===== src/rtl/rfile_transmitter_if.sv =====
// rfile_transmitter_if
// Bundles the register-file read port, the start/status handshake and the
// one-wire serial link of the register-file transmitter. The master side
// is the transmitter; the slave side is whatever owns the register file,
// issues start and listens to the link.
interface rfile_transmitter_if #(
   parameter int ADDR_W = 2,
   parameter int DATA_W = 4
);
   logic              start;
   logic [DATA_W-1:0] rfdata;
   logic [ADDR_W-1:0] rfaddr;
   logic              link;
   logic              busy;
   logic              done;

   // Transmitter view: reads the register file and drives the link/status.
   modport master (
      input  start,
      input  rfdata,
      output rfaddr,
      output link,
      output busy,
      output done
   );

   // Register file / controller / link-partner view.
   modport slave (
      output start,
      output rfdata,
      input  rfaddr,
      input  link,
      input  busy,
      input  done
   );
endinterface


===== src/rtl/rfile_transmitter.sv =====
// rfile_transmitter
// Sweeps a small register file and sends every entry as a packet
// {1'b1, addr, data}, MSB first, on a single wire. Packets within a sweep
// are sent back to back, with no idle bit between them. A one-cycle done
// pulse follows the last bit of each sweep.
//
// Optional feature, selected at compile time with RFTX_AUTO_REPEAT_EN:
// when start is high at the edge that ends the last bit of a sweep, the
// next sweep begins at that same edge. The link stays continuous and busy
// stays high. Without the macro every sweep passes through DONE and IDLE.
module rfile_transmitter #(
   parameter int NREG   = 4,
   parameter int ADDR_W = 2,
   parameter int DATA_W = 4
) (
   input  logic                clock,
   input  logic                clear_n,
   rfile_transmitter_if.master bus
);

   // One packet is the start bit, the address field and the data field.
   localparam int PLEN   = 1 + ADDR_W + DATA_W;
   localparam int BCNT_W = $clog2(PLEN);

   localparam logic [BCNT_W-1:0] LAST_BIT = BCNT_W'(PLEN - 1);
   localparam logic [ADDR_W-1:0] LAST_PKT = ADDR_W'(NREG - 1);

   localparam logic [1:0] ST_IDLE  = 2'd0;
   localparam logic [1:0] ST_SHIFT = 2'd1;
   localparam logic [1:0] ST_DONE  = 2'd2;

   logic [1:0]        state_q, state_d;
   logic [ADDR_W-1:0] addr_q,  addr_d;
   logic [ADDR_W-1:0] pkt_q,   pkt_d;
   logic [BCNT_W-1:0] bcnt_q,  bcnt_d;
   logic [PLEN-1:0]   shift_q, shift_d;
   logic              done_q,  done_d;

   logic [PLEN-1:0]   loadPkt;
   logic [ADDR_W-1:0] nextAddr;

   // The address counter wraps after the last register, so it is already
   // back at 0 when a sweep finishes. rfaddr therefore never points past
   // the last register, and the next sweep (or an auto-repeat) starts at 0.
   assign nextAddr = (addr_q == LAST_PKT) ? '0 : addr_q + ADDR_W'(1);

   // The packet is captured from the read data on the load edge. Later
   // changes to rfdata cannot disturb the packet in flight.
   assign loadPkt  = {1'b1, addr_q, bus.rfdata};

   // Next-state logic: idle/load, shift and chain packets, finish sweep.
   always_comb begin
      state_d = state_q;
      addr_d  = addr_q;
      pkt_d   = pkt_q;
      bcnt_d  = bcnt_q;
      shift_d = shift_q;
      done_d  = 1'b0;

      case (state_q)
         ST_IDLE: begin
            addr_d = '0;
            if (bus.start) begin
               shift_d = loadPkt;
               addr_d  = nextAddr;
               pkt_d   = '0;
               bcnt_d  = '0;
               state_d = ST_SHIFT;
            end
         end

         ST_SHIFT: begin
            if (bcnt_q != LAST_BIT) begin
               shift_d = {shift_q[PLEN-2:0], 1'b0};
               bcnt_d  = bcnt_q + BCNT_W'(1);
            end else if (pkt_q != LAST_PKT) begin
               // Chain the next packet with no gap on the link.
               shift_d = loadPkt;
               addr_d  = nextAddr;
               pkt_d   = pkt_q + ADDR_W'(1);
               bcnt_d  = '0;
            end else begin
               done_d = 1'b1;
`ifdef RFTX_AUTO_REPEAT_EN
               if (bus.start) begin
                  // Restart the sweep at address 0 on this same edge.
                  shift_d = loadPkt;
                  addr_d  = nextAddr;
                  pkt_d   = '0;
                  bcnt_d  = '0;
               end else begin
                  shift_d = '0;
                  addr_d  = '0;
                  pkt_d   = '0;
                  bcnt_d  = '0;
                  state_d = ST_DONE;
               end
`else
               shift_d = '0;
               addr_d  = '0;
               pkt_d   = '0;
               bcnt_d  = '0;
               state_d = ST_DONE;
`endif
            end
         end

         ST_DONE: begin
            // start is deliberately ignored here; nothing is queued.
            state_d = ST_IDLE;
         end

         default: begin
            state_d = ST_IDLE;
            addr_d  = '0;
            pkt_d   = '0;
            bcnt_d  = '0;
            shift_d = '0;
         end
      endcase
   end

   // State registers. The synchronous clear aborts any sweep at once.
   always_ff @(posedge clock) begin
      if (!clear_n) begin
         state_q <= ST_IDLE;
         addr_q  <= '0;
         pkt_q   <= '0;
         bcnt_q  <= '0;
         shift_q <= '0;
         done_q  <= 1'b0;
      end else begin
         state_q <= state_d;
         addr_q  <= addr_d;
         pkt_q   <= pkt_d;
         bcnt_q  <= bcnt_d;
         shift_q <= shift_d;
         done_q  <= done_d;
      end
   end

   // The link carries data only while shifting; it idles low otherwise.
   assign bus.link   = (state_q == ST_SHIFT) & shift_q[PLEN-1];
   assign bus.busy   = (state_q == ST_SHIFT);
   assign bus.done   = done_q;
   assign bus.rfaddr = addr_q;

endmodule


===== src/flat_wrapper.sv =====
// flat-port wrapper written by rule: the top's interface ports become plain ports
module rfile_transmitter_flat 
#(
   parameter int NREG   = 4,
   parameter int ADDR_W = 2,
   parameter int DATA_W = 4
)
  (clock, clear_n, bus_start, bus_rfdata, bus_rfaddr, bus_link, bus_busy, bus_done);
  rfile_transmitter_if #(.ADDR_W(ADDR_W), .DATA_W(DATA_W)) bus_i ();
  input  logic clock;
  input  logic clear_n;
  input wire logic [$bits(bus_i.start)-1:0] bus_start;
  input wire logic [$bits(bus_i.rfdata)-1:0] bus_rfdata;
  output wire logic [$bits(bus_i.rfaddr)-1:0] bus_rfaddr;
  output wire logic [$bits(bus_i.link)-1:0] bus_link;
  output wire logic [$bits(bus_i.busy)-1:0] bus_busy;
  output wire logic [$bits(bus_i.done)-1:0] bus_done;
  assign bus_i.start = bus_start;
  assign bus_i.rfdata = bus_rfdata;
  assign bus_rfaddr = bus_i.rfaddr;
  assign bus_link = bus_i.link;
  assign bus_busy = bus_i.busy;
  assign bus_done = bus_i.done;
  rfile_transmitter #(.NREG(NREG), .ADDR_W(ADDR_W), .DATA_W(DATA_W)) u_core (.clock(clock), .clear_n(clear_n), .bus(bus_i));
endmodule

===== config.mk =====
export PLATFORM = sky130hd
export DESIGN_NAME = rfile_transmitter_flat
export DESIGN_NICKNAME = d
export VERILOG_FILES = /design/src/rtl/rfile_transmitter_if.sv /design/src/rtl/rfile_transmitter.sv /design/src/flat_wrapper.sv
export SDC_FILE = /design/constraint.sdc
export NUM_CORES = 1
export LEC_CHECK = 0
export ABC_AREA = 1
export CELL_PAD_IN_SITES_DETAIL_PLACEMENT = 1
export CELL_PAD_IN_SITES_GLOBAL_PLACEMENT = 2
export CORE_MARGIN = 2
export CORE_UTILIZATION = 30
export DETAILED_ROUTE_END_ITERATION = 8
export PLACE_DENSITY_LB_ADDON = 0.08
export SYNTH_ARGS = -nofsm -noshare
export SYNTH_HDL_FRONTEND = slang
export SYNTH_SLANG_ARGS = --single-unit

===== constraint.sdc =====
create_clock -name clock -period 2 [get_ports clock]
set_clock_uncertainty 0.15 [all_clocks]
set_input_delay 0.3 -clock clock [delete_from_list [all_inputs] [get_ports clock]]
set_output_delay 0.3 -clock clock [all_outputs]
set_load 0.02 [all_outputs]

# [Word-level counts from Yosys, hierarchy flattened]
# Cells that the tools add are included.
[totals] mem_bits_rw=0 inputBits=7 latchBits=0 regBits=17 n_memories=0 word_cells=48 mem_bits_ro=0
[classes] n_reduce_logical=6 eq_ne=8 div_mod_pow=0 multipliers=0 shifts=0 bitwise=4 magnitude_cmp=0 addsub=3 mux=21
[ops] operator="7-bit 2-to-1 mux" count=3
[ops] operator="7-bit case mux with 3 select lines" count=1
[ops] operator="2-bit 2-to-1 mux" count=10
[ops] operator="2-bit case mux with 3 select lines" count=2
[ops] operator="3-bit case mux with 3 select lines" count=1
[ops] operator="2-bit != test (second input constant)" count=4
[ops] operator="3-bit 2-to-1 mux" count=2
[ops] operator="3-bit AND reduction" count=2
[ops] operator="2-bit by 1-bit adder with 2-bit output (second input constant)" count=2
[ops] operator="2-bit equality test (second input constant)" count=2
[ops] operator="2-bit case mux with 2 select lines" count=1
[ops] operator="2-bit AND reduction" count=2
[ops] operator="3-bit by 1-bit adder with 3-bit output (second input constant)" count=1
[ops] operator="3-bit != test (second input constant)" count=1
[ops] operator="1-bit inverter" count=3
[ops] operator="3-bit OR reduction" count=1
[ops] operator="2-bit by 1-bit equality test with 1-bit output (second input constant)" count=1
[ops] operator="2-bit logical NOT" count=1
[ops] operator="1-bit bitwise AND" count=1
[ops] operator="1-bit 2-to-1 mux" count=1

# [Depth between registers and ports, before layout]
[logic_depth] depth_word=5 mapped_depth=8

# [Least setup slack after synthesis]
# No wires, ideal clock.
[synth_timing] path_type="register -> register" startpoint="register u_core.addr_q[0] (netlist: u_core.bus.rfaddr[0])" endpoint="register u_core.addr_q[1] (netlist: u_core.bus.rfaddr[1])" synth_period_minus_slack_ns=1.271 n_path_buf=0 path_stages_with_launch=6 t_arrival_ns=1.001 required_time_ns=1.730 path_slack_ns=0.729 cell_sequence="dfxtp_1 > ha_1 > nand3_1 > nand2_1 > nand2_1 > a21oi_1"
[synth_between] elab_chain_len=5 elab_cells_between_ends=7 cone_classes="1 x add/sub; 1 x eq/ne; 5 x mux"
[synth_lines] element="start: declaration" line_no="rfile_transmitter.sv:33" source="logic [ADDR_W-1:0] addr_q, addr_d;"
[synth_lines] element="start signal: assignment" line_no="rfile_transmitter.sv:134" source="addr_q <= addr_d;"
[synth_lines] element="2-bit by 1-bit adder with 2-bit output or 2-bit equality test (tied branches)" line_no="rfile_transmitter.sv:45" source="assign nextAddr = (addr_q == LAST_PKT) ? '0 : addr_q + ADDR_W'(1);"
[synth_lines] element="2-bit 2-to-1 mux (*)" line_no="rfile_transmitter.sv:45"
[synth_lines] element="2-bit 2-to-1 mux" line_no="rfile_transmitter.sv:76" source="end else if (pkt_q != LAST_PKT) begin"
[synth_lines] element="2-bit 2-to-1 mux" line_no="rfile_transmitter.sv:73" source="if (bcnt_q != LAST_BIT) begin"
[synth_lines] element="2-bit case mux with 3 select lines (*)" line_no="rfile_transmitter.sv:60" source="case (state_q)"
# Mark *: on every way between the ends. The rest lies on a longest branch, timed or not. The select of a mux whose other input is x is not followed.
# A chain may end at the register's enable or synchronous reset.

# [Worst setup path after layout]
[layout_timing] startpoint="register u_core.addr_q[0] (netlist: u_core.bus.rfaddr[0])" endpoint="output bus_rfaddr[0]"
[layout_lines] element="end: declaration" line_no="flat_wrapper.sv:14" source="output wire logic [$bits(bus_i.rfaddr)-1:0] bus_rfaddr;"
# No word-level cell between the ends.

==> reports/metrics.cfg <==
[status]
status = finished with violations
violations = design-rule violations

[hold_path]
hold_depth = 2
hp-start = u_core.shift_q[1]
hold_class = reg2reg
min_to = u_core.shift_q[1]

[routing]
drt_iter0_drc = 41
vias = 926
detail_route.wl_per_cell_um = 13.2
first_pass_iters = 6
drc = 1
postRouteAntennaNets = 0
vias_per_cell = 4.85
wl_um = 2530

[power_and_ir_drop]
seqPwrFrac_pct = 51.2
ir_drop_mv = 0.346
clock_power_share_pct = 24.9
p_sw_w = 0.000242
leakage_nw = 0.533
cellPowerDensity_nw_per_um2 = 688
swShare_pct = 31.9
power_frac_comb_pct = 23.9
internal_power_w = 0.000517

[grt]
grtUsageTotal_pct = 16.6
grt_pass1_wl_um = 4330
grt_pass1_vias = 920
grt_antenna_before_repair = 0
use_met2_pct = 28.3
grt_max_degree = 12
grt_overflow_total = 0
use_met1_pct = 21.0
grt_busiest_layer = met2
grtUsageMet3_pct = 5.05

[critical_path]
slowest_delay_ps = 640
cp_top_family = buffers and inverters
rr_endpoint = u_core.bus.rfaddr[0]
regToRegSetupSlack_ps = 500
required_ps = 1550
path_class = reg2out
worstSetupEndpointType = primary output
start_kind = register
worstPathArrival_ps = 1380
regToRegStartpoint = u_core.state_q[1]
reg2reg_depth = 5
crit_slowest_cell = clkdlybuf4s50_1
cp_max_fo = 6
path_buf_inv = 1
critical_path.cell_chain = clkdlybuf4s50_1

[yosys]
synth_cell_types = 16
synth_seq_area_share_pct = 37.6
avgSynthCellArea_sq_um = 6.37
syn_nets = 151
ys_warn_count = 0
netlist_instances = 142
netlist_area_sq_um = 905
ys_ff_latch = 17

[timing]
fin_crit_sh_pct = 91.4
setup_ws_ps = 172
max_freq_mhz = 547
tightest_slew_ps = 558
max_slew_margin_pct = 62.7
rsz0062_at_grt = no
setup_viol = 0
fin_crit_ps = 1830
tns_ps = 0
finalMaxSlewViolations = 0
fin_hold_ws_ps = 334
timing_hold_violations_final = 0

[final_layout]
final_nets = 170
final_common_cell = nand2_1
drive_gt1_share_pct = 8.75
final_cell_mix = 46 x nand2_1, 18 x nor2_1, 16 x inv_1, 16 x dfxtp_1
final_util_pct = 39.3
final_cells = 191
synthToLayoutAreaGrowth_pct = 22.0
diodes = 0

[place]
portBuffers = 11
dpl.hpwl_um = 1920
dpl_worst_slack_ps = 143
gp_congestion = 0.717
placed_cells = 187

[clock_tree]
cts.sinks = 17
cts_tree = built
cts_root_buffer = clkbuf_4
insertion_delay_ps = 290
htree_num_levels = 1
cts_buffer_depth = 2
cts_setup_buffers = 0
hold_buffers = 0
cts_buffers = 3
path_clk_slew_ps = 100

[flow_run]
cap_violations = 0

[floorplan]
die_h_um = 58.9
core-area_sq_um = 2810
initial_core_util_pct = 32.2
dieArea_sq_um = 3470
boundaryPins = 12
dieWidth_um = 58.9
num_rows = 19

-- worst max-delay path by stage --
stage / start / slack (ps) / depth (start not counted) / endpoint
2_1_floorplan: u_core.bus.rfaddr[0] / 730 / 5 / u_core.bus.rfaddr[1]
3_3_place_gp: bus_start / 240 / 6 / u_core.pkt_q[0]
3_5_place_dp: bus_start / 140 / 8 / u_core.pkt_q[1]
4_1_cts: u_core.state_q[0] / 30 / 3 / bus_busy
5_1_grt: u_core.bus.rfaddr[0] / 110 / 1 / bus_rfaddr[0]
6_report: u_core.bus.rfaddr[0] / 170 / 1 / bus_rfaddr[0]
-- layer usage --
metal | routed length, um | vias up
met4 | 17 | 0
met3 | 104 | 2
li1 | - | 486
met1 | 1220 | 425
met5 | 0 | -
met2 | 1180 | 13
-- cells by family (layout without fill, tap and decap cells) --
logic type                 count (synthesis)  in the layout  share of synthesized area (%)
buffers and inverters                     21             39                           9.68
DFF                                       17             17                           37.6
adders and majority gates                  2              2                           2.77
and+or+nand+nor                           76             76                           33.9
AOI/OAI and AO/OA                         26             26                           16.0
-- power by group through the flow --
stage               Clock (W)  Combinational, W  Sequential [W]
floorplan                   0          0.000117        0.000395
global placement            0          0.000180        0.000395
detailed placement          0          0.000185        0.000395
CTS                  0.000201          0.000185        0.000388
global route         0.000217          0.000208        0.000393
finish               0.000189          0.000182        0.000388
-- through the flow --
step / area, sq um / total power [W]
finish: 1100 / 0.000759
detailed placement: 1070 / 0.000580
floorplan: 905 / 0.000512
CTS: 1100 / 0.000774
global placement: 1070 / 0.000576
global route: 1100 / 0.000817
-- registers in the layout, indices dropped and copies added, names as in the netlist --
name / flops
u_core.bcnt_q: 3
u_core.bus.done: 1
u_core.bus.rfaddr: 2
u_core.pkt_q: 2
u_core.shift_q: 7
u_core.state_q: 2
-- worst reg2reg max path, cell delays in order, from the launching register on --
cell and delay [ps]:
dfxtp_1 390, nor2_1 480, nand3_1 150, nand2_1 110, nand2_1 50, a21oi_1 110
-- what timing repair did --
item,4_1_cts,5_1_grt
endpoints found under the setup margin,2,1
cloned,0,0
resized for setup,2,1
pin swaps,0,0
hold endpoints to repair,0,0
-- cell usage after synthesis (all sizes together) --
| library cell | number | share of area, % |
|---|---|---|
| nor2 | 19 | 8.7 |
| o21ai | 12 | 6.6 |
| inv | 19 | 7.9 |
| nand3 | 11 | 6.1 |
| a21oi | 12 | 7.9 |
| dfxtp | 17 | 38 |
| ha | 2 | 2.8 |
| a211oi | 1 | 0.83 |
| buf | 2 | 1.8 |
| nand2 | 46 | 19 |
| a31oi | 1 | 0.69 |
-- cell type report --
cell class	instances	area, sq um
clock buffers	4	26.3
inverters	19	71.3
flip-flops and latches	17	342
fillers	380	1700
repair buffers	16	149
well taps	31	38.8
multi-input cells	104	477
Note: power is estimated with default switching activity, not from simulation.
